==> config.mk <==
export PLATFORM = sky130hd
export DESIGN_NAME = vdcorput_inverse_fsm
export DESIGN_NICKNAME = d
export VERILOG_FILES = /design/src/rtl/vdc_pkg.sv /design/src/rtl/vdc_const_divmod.sv /design/src/rtl/vdcorput_inverse_fsm.sv
export SDC_FILE = /design/constraint.sdc
export NUM_CORES = 1
export LEC_CHECK = 0
export ABC_AREA = 0
export CELL_PAD_IN_SITES_DETAIL_PLACEMENT = 1
export CELL_PAD_IN_SITES_GLOBAL_PLACEMENT = 1
export CORE_UTILIZATION = 30
export DETAILED_ROUTE_END_ITERATION = 12
export PLACE_DENSITY = 0.67
export SYNTH_ARGS = -nofsm -noshare
export SYNTH_HDL_FRONTEND = slang
export SYNTH_SLANG_ARGS = --single-unit
export TNS_END_PERCENT = 100
==> constraint.sdc <==
create_clock -name clk -period 26.1 [get_ports clk]
set_input_delay 3.915 -clock clk [delete_from_list [all_inputs] [get_ports clk]]
set_output_delay 3.915 -clock clk [all_outputs]
set_load 0.02 [all_outputs]
==> src/rtl/vdc_pkg.sv <==
// rtl/vdc_pkg.sv - shared van der Corput constants, base encodings and FSM states
package vdc_pkg;

  localparam logic [1:0] BSEL_2 = 2'b00;
  localparam logic [1:0] BSEL_3 = 2'b01;
  localparam logic [1:0] BSEL_5 = 2'b10;
  localparam logic [1:0] BSEL_7 = 2'b11;

  // Digit count N and modulus P = base^N, chosen so P <= 2^16 for each base.
  localparam int unsigned VDC_B [4] = '{2, 3, 5, 7};
  localparam int unsigned VDC_N [4] = '{16, 10, 6, 5};
  localparam int unsigned VDC_P [4] = '{65536, 59049, 15625, 16807};

  typedef enum logic [1:0] {
    ST_IDLE  = 2'd0,
    ST_SCALE = 2'd1,
    ST_DIGIT = 2'd2,
    ST_DONE  = 2'd3
  } vdc_state_e;

endpackage

==> src/rtl/vdc_const_divmod.sv <==
// rtl/vdc_const_divmod.sv - combinational 16-bit divide/modulo by base 2/3/5/7
module vdc_const_divmod
  import vdc_pkg::*;
(
  input  logic [15:0] dividend,
  input  logic [1:0]  base_sel,
  output logic [15:0] quotient,
  output logic [2:0]  remainder
);

  always_comb begin
    quotient  = '0;
    remainder = '0;
    unique case (base_sel)
      BSEL_2: begin
        quotient  = dividend >> 1;
        remainder = {2'b00, dividend[0]};
      end
      BSEL_3: begin
        quotient  = dividend / 16'd3;
        remainder = 3'(dividend % 16'd3);
      end
      BSEL_5: begin
        quotient  = dividend / 16'd5;
        remainder = 3'(dividend % 16'd5);
      end
      default: begin
        quotient  = dividend / 16'd7;
        remainder = 3'(dividend % 16'd7);
      end
    endcase
  end

endmodule

==> src/rtl/vdcorput_inverse_fsm.sv <==
// rtl/vdcorput_inverse_fsm.sv - sequential inverse of the van der Corput core
// Recovers k mod P from a truncated 16.16 sequence value by digit reversal.
module vdcorput_inverse_fsm
  import vdc_pkg::*;
(
  input  logic        clk,
  input  logic        rst_n,
  input  logic        start,
  input  logic [31:0] x_in,
  input  logic [1:0]  base_sel,
  output logic [31:0] k_out,
  output logic        done,
  output logic        ready
);

  vdc_state_e  state_q, state_d;
  logic [15:0] frac_q, frac_d;
  logic [1:0]  bsel_q, bsel_d;
  logic [15:0] m_q, m_d;
  logic [16:0] acc_q, acc_d;
  logic [4:0]  cnt_q, cnt_d;
  logic [31:0] k_out_q, k_out_d;

  logic [32:0] scale_sum;
  logic [16:0] m_ceil;
  logic [15:0] dm_q;
  logic [2:0]  dm_r;

  logic unused_bits;
  assign unused_bits = ^{x_in[31:16], scale_sum[15:0]};

  vdc_const_divmod u_divmod (
    .dividend  (m_q),
    .base_sel  (bsel_q),
    .quotient  (dm_q),
    .remainder (dm_r)
  );

  // Ceiling undoes the forward core's truncation; the error is below one step of m.
  assign scale_sum = {17'b0, frac_q} * 33'(VDC_P[bsel_q]) + 33'h0_FFFF;
  assign m_ceil    = scale_sum[32:16];

  always_comb begin
    state_d = state_q;
    frac_d  = frac_q;
    bsel_d  = bsel_q;
    m_d     = m_q;
    acc_d   = acc_q;
    cnt_d   = cnt_q;
    k_out_d = k_out_q;
    unique case (state_q)
      ST_IDLE: begin
        if (start) begin
          frac_d  = x_in[15:0];
          bsel_d  = base_sel;
          state_d = ST_SCALE;
        end
      end
      ST_SCALE: begin
        m_d     = (m_ceil == 17'(VDC_P[bsel_q])) ? 16'd0 : m_ceil[15:0];
        acc_d   = '0;
        cnt_d   = 5'(VDC_N[bsel_q]);
        state_d = ST_DIGIT;
      end
      ST_DIGIT: begin
        m_d   = dm_q;
        acc_d = acc_q * 17'(VDC_B[bsel_q]) + 17'(dm_r);
        cnt_d = cnt_q - 5'd1;
        if (cnt_q == 5'd1) begin
          k_out_d = {15'b0, acc_d};
          state_d = ST_DONE;
        end
      end
      ST_DONE: begin
        state_d = ST_IDLE;
      end
      default: begin
        state_d = ST_IDLE;
      end
    endcase
  end

  always_ff @(posedge clk or negedge rst_n) begin
    if (!rst_n) begin
      state_q <= ST_IDLE;
      frac_q  <= '0;
      bsel_q  <= '0;
      m_q     <= '0;
      acc_q   <= '0;
      cnt_q   <= '0;
      k_out_q <= '0;
    end else begin
      state_q <= state_d;
      frac_q  <= frac_d;
      bsel_q  <= bsel_d;
      m_q     <= m_d;
      acc_q   <= acc_d;
      cnt_q   <= cnt_d;
      k_out_q <= k_out_d;
    end
  end

  assign ready = (state_q == ST_IDLE);
  assign done  = (state_q == ST_DONE);
  assign k_out = k_out_q;

endmodule
==> key figures <==
Run status
  – Status: complete, no violations

Cells and area
  – Fill cells: approximately 6600
  – Post-route cell area: slightly above 20000 um^2
  – Synthesis-to-layout area growth: 19.4%
  – Share of cells above drive strength 1: 0.168
  – Diodes inserted: 0
  – Final #Nets: around 2600

Setup path
  – CP max-delay cell: or4_4
  – Crit. End Element: flip-flop
  – R2R Setup Slk: roughly 700 ps
  – CP max FO: 6
  – Crit Reg-Reg Startpoint: bsel_q[0]
  – CP Data Required Time: 26330 ps
  – Most used cell, CP: ha_4
  – Worst setup SP type: flip-flop
  – Reg2reg end: acc_q[15]
  – Critical path data arrival time: around 26000 ps
  – Critical Path End: acc_q[15]
  – Worst Setup SP: bsel_q[0]
  – Critical path class: reg2reg
  – R2R depth: 130
  – Crit-path max cell delay: about 570 ps

Floorplanning
  – Row count: between 80 and 90
  – Die width: roughly 240 um
  – Boundary pin count: 71
  – Die area: roughly 60000 um^2
  – DIE HEIGHT: between 200 and 250 um
  – Starting density of the core: 0.305
  – Total core area: 56500 um^2

Route
  – ANT nets after route: 0
  – Drt via density: slightly above 5
  – WL final: 51600 um
  – DR WL/cell: about 18 um
  – Residual DRC: 0
  – DRT Pass-1 Iters: 4
  – Detailed Route Iter0 Violations: 591
  – Total number of vias: ~15000

Timing
  – Slew @ Worst Pin: between 800 and 900 ps
  – RSZ-0062 raised after global routing: true
  – Post-route minimum period: 25400 ps
  – Setup violation total in the final timing report: 0
  – Clk_skew: approximately 13 ps
  – Period Utilization, post-route: 0.973
  – Final Hold Fails: 0
  – Max Fclk: 0.0394 GHz
  – Slew Viols, Final: 0
  – Rel. slew slack: 0.429

Synth
  – Seq/Total Area, Yosys: 0.109
  – Top cells by area, synth: fa_1 24%, ha_1 16%, dfrtp_1 11%
  – Number of synthesized flops with an enable pin: 0
  – Cell count after synthesis: ~2000
  – Mapped Avg Cell Area: approximately 8.6 um^2
  – Syn. warnings: 0
  – Mapped cell area: ~17000 um^2
  – Yosys reg bits: 75
  – Predominant post-synthesis flop cell: dfrtp_1
  – Post-synth ARST share: 1.00
  – Synth cell types: between 100 and 150
  – Area share of the largest cell type after synthesis: 0.241
  – Yosys top cell by area: fa_1

Global route
  – Largest net degree at the start of global routing: 67
  – All-Layer GR Usage: 0.176
  – Initial antenna violation count: 0
  – GRT overflow: 0
  – Number of global-route vias before repair: approximately 16000
  – Global-route wire length before repair: between 80000 and 90000 um

Place
  – Final RePlAce weighted congestion: approximately 0.91
  – DP HPWL: 40900 um
  – IO Port Bufs: 39
  – Post-DP Area: between 15000 and 20000 um^2

Clock network
  – Clk_lat worst skew: between 300 and 400 ps
  – Clock Pin Slew Worst Setup and Hold Paths: ~70 ps
  – H-Tree Depth: 3
  – CTS Buffer Depth: 2
  – TritonCTS clock tree: built
  – Total CTS buffers: 9
  – Root Buffer: clkbuf_16
  – Total clock sinks: 75

Run
  – Max cap viols: 0

Hold path
  – Hold Path Class: reg2reg
-- placed cells by master, fill, tap and decap left out, types with 8 or more instances in the layout --
| cell | Yosys | routed |
|---|---|---|
| mux2_2 | 27 | 25 |
| fa_1 | 207 | 205 |
| clkbuf_16 | 0 | 9 |
| xnor2_1 | 65 | 59 |
| o211ai_1 | 21 | 21 |
| o22ai_1 | 25 | 24 |
| and2_1 | 72 | 70 |
| inv_1 | 332 | 322 |
| o21ai_0 | 54 | 49 |
| inv_2 | 1 | 9 |
| nand2_1 | 155 | 149 |
| o21bai_1 | 13 | 12 |
| or3_1 | 10 | 9 |
| dfrtp_1 | 75 | 73 |
| nand3_1 | 37 | 34 |
| ha_4 | 0 | 21 |
| nand2b_1 | 14 | 13 |
| clkdlybuf4s50_1 | 0 | 38 |
| buf_4 | 17 | 148 |
| a21oi_2 | 3 | 14 |
| a21oi_1 | 82 | 63 |
| mux2i_1 | 13 | 13 |
| nor2b_1 | 20 | 19 |
| and3_1 | 17 | 16 |
| nor2_1 | 147 | 140 |
| o21ai_1 | 8 | 11 |
| nor3_1 | 29 | 25 |
| ha_1 | 223 | 196 |
| a21oi_4 | 1 | 9 |
| a21o_1 | 32 | 31 |
| nand4_1 | 12 | 12 |
| conb_1 | 1 | 15 |
| o31ai_1 | 8 | 8 |
| xor2_1 | 31 | 27 |
| a31oi_1 | 30 | 30 |
-- Yosys cell counts, types with 32 or more instances --
cell type  count
and2_1        72
inv_1        332
clkbuf_1      48
fa_1         207
dfrtp_1       75
a21oi_1       82
nand3_1       37
a21o_1        32
o21ai_0       54
nor2_1       147
ha_1         223
nand2_1      155
xnor2_1       65
-- through the flow --
stage | hold slack [ps] | setup TNS [ps] | cells | setup WS, ps | utilization
after floorplan | 503 | 0 | 2010 | 5.90 | -
after global placement | 469 | -1370 | 2806 | -316 | 0.338
after detailed placement | 476 | -6170 | 2806 | -810 | 0.338
after CTS | 495 | 0 | 2836 | 17.5 | 0.346
after global routing | 521 | -1980 | 2895 | -377 | 0.364
final | 485 | 0 | 2895 | 696 | 0.364
-- state kept, by name, indices dropped and copies added, names as in the netlist --
signal,count
acc_q,17
bsel_q,2
cnt_q,5
frac_q,16
k_out,17
m_q,16
state_q,2
-- final cells by class --
class | count | area, um^2 | share of cell area
Multi-Input combinational cell | 1527 | 14700 | 0.713
Timing Repair Buffer | 188 | 1520 | 0.0741
Inverter | 333 | 1250 | 0.0611
Sequential cell | 75 | 1880 | 0.0914
Tap cell | 756 | 946 | 0.0460
Clock buffer | 9 | 225 | 0.0110
Clock inverter | 7 | 70.1 | 0.00341
-- worst max-delay path: cells and delay by family, from the launching register on --
kind / cells / cell delay (ps)
compound gates: 50 / 8840
xor+xnor: 12 / 2120
fa+ha+maj: 23 / 6180
buf+inv: 11 / 950
flops: 1 / 430
simple gates: 34 / 6710
-- cells by family (layout without fill, tap and decap cells) --
| family | after synthesis | in the layout | synth area share |
|---|---|---|---|
| multiplexers | 43 | 43 | 0.0277 |
| other | 1 | 15 | 0.000218 |
| AO/OA/AOI/OAI | 373 | 373 | 0.153 |
| buffers and inverters | 408 | 537 | 0.0930 |
| AND/OR/NAND/NOR | 569 | 569 | 0.165 |
| adder cells (fa/ha/maj) | 431 | 431 | 0.403 |
| flip-flops | 75 | 75 | 0.109 |
| XOR/XNOR | 96 | 96 | 0.0488 |
-- layer usage --
layer	vias up	global-route usage	routed length (um)
met1	7467	0.226	23300
met4	0	0.0468	1150
li1	6915	-	-
met5	-	0	0
met3	69	0.0209	1340
met2	208	0.310	25800
-- how the worst min path moves through the flow --
stage | from | to | slack (ps) | depth (start not counted)
after floorplan | state_q[0] | state_q[0] | 500 | 1
after CTS | k_out[14] | k_out[14] | 500 | 2
final | k_out[12] | k_out[12] | 490 | 2
after detailed placement | k_out[7] | k_out[7] | 480 | 2
after global routing | k_out[5] | k_out[5] | 520 | 2
after global placement | k_out[11] | k_out[11] | 470 | 2
-- repair_timing --
item,in CTS,in global routing
hold buffers,0,0
setup endpoints to repair,16,26
pin swaps,20,107
buffers inserted,14,59
resized for setup,16,92
Power is left out: the tool's default activity adds up to more than one toggle a clock period on the data nets, which glitch-free logic cannot reach.
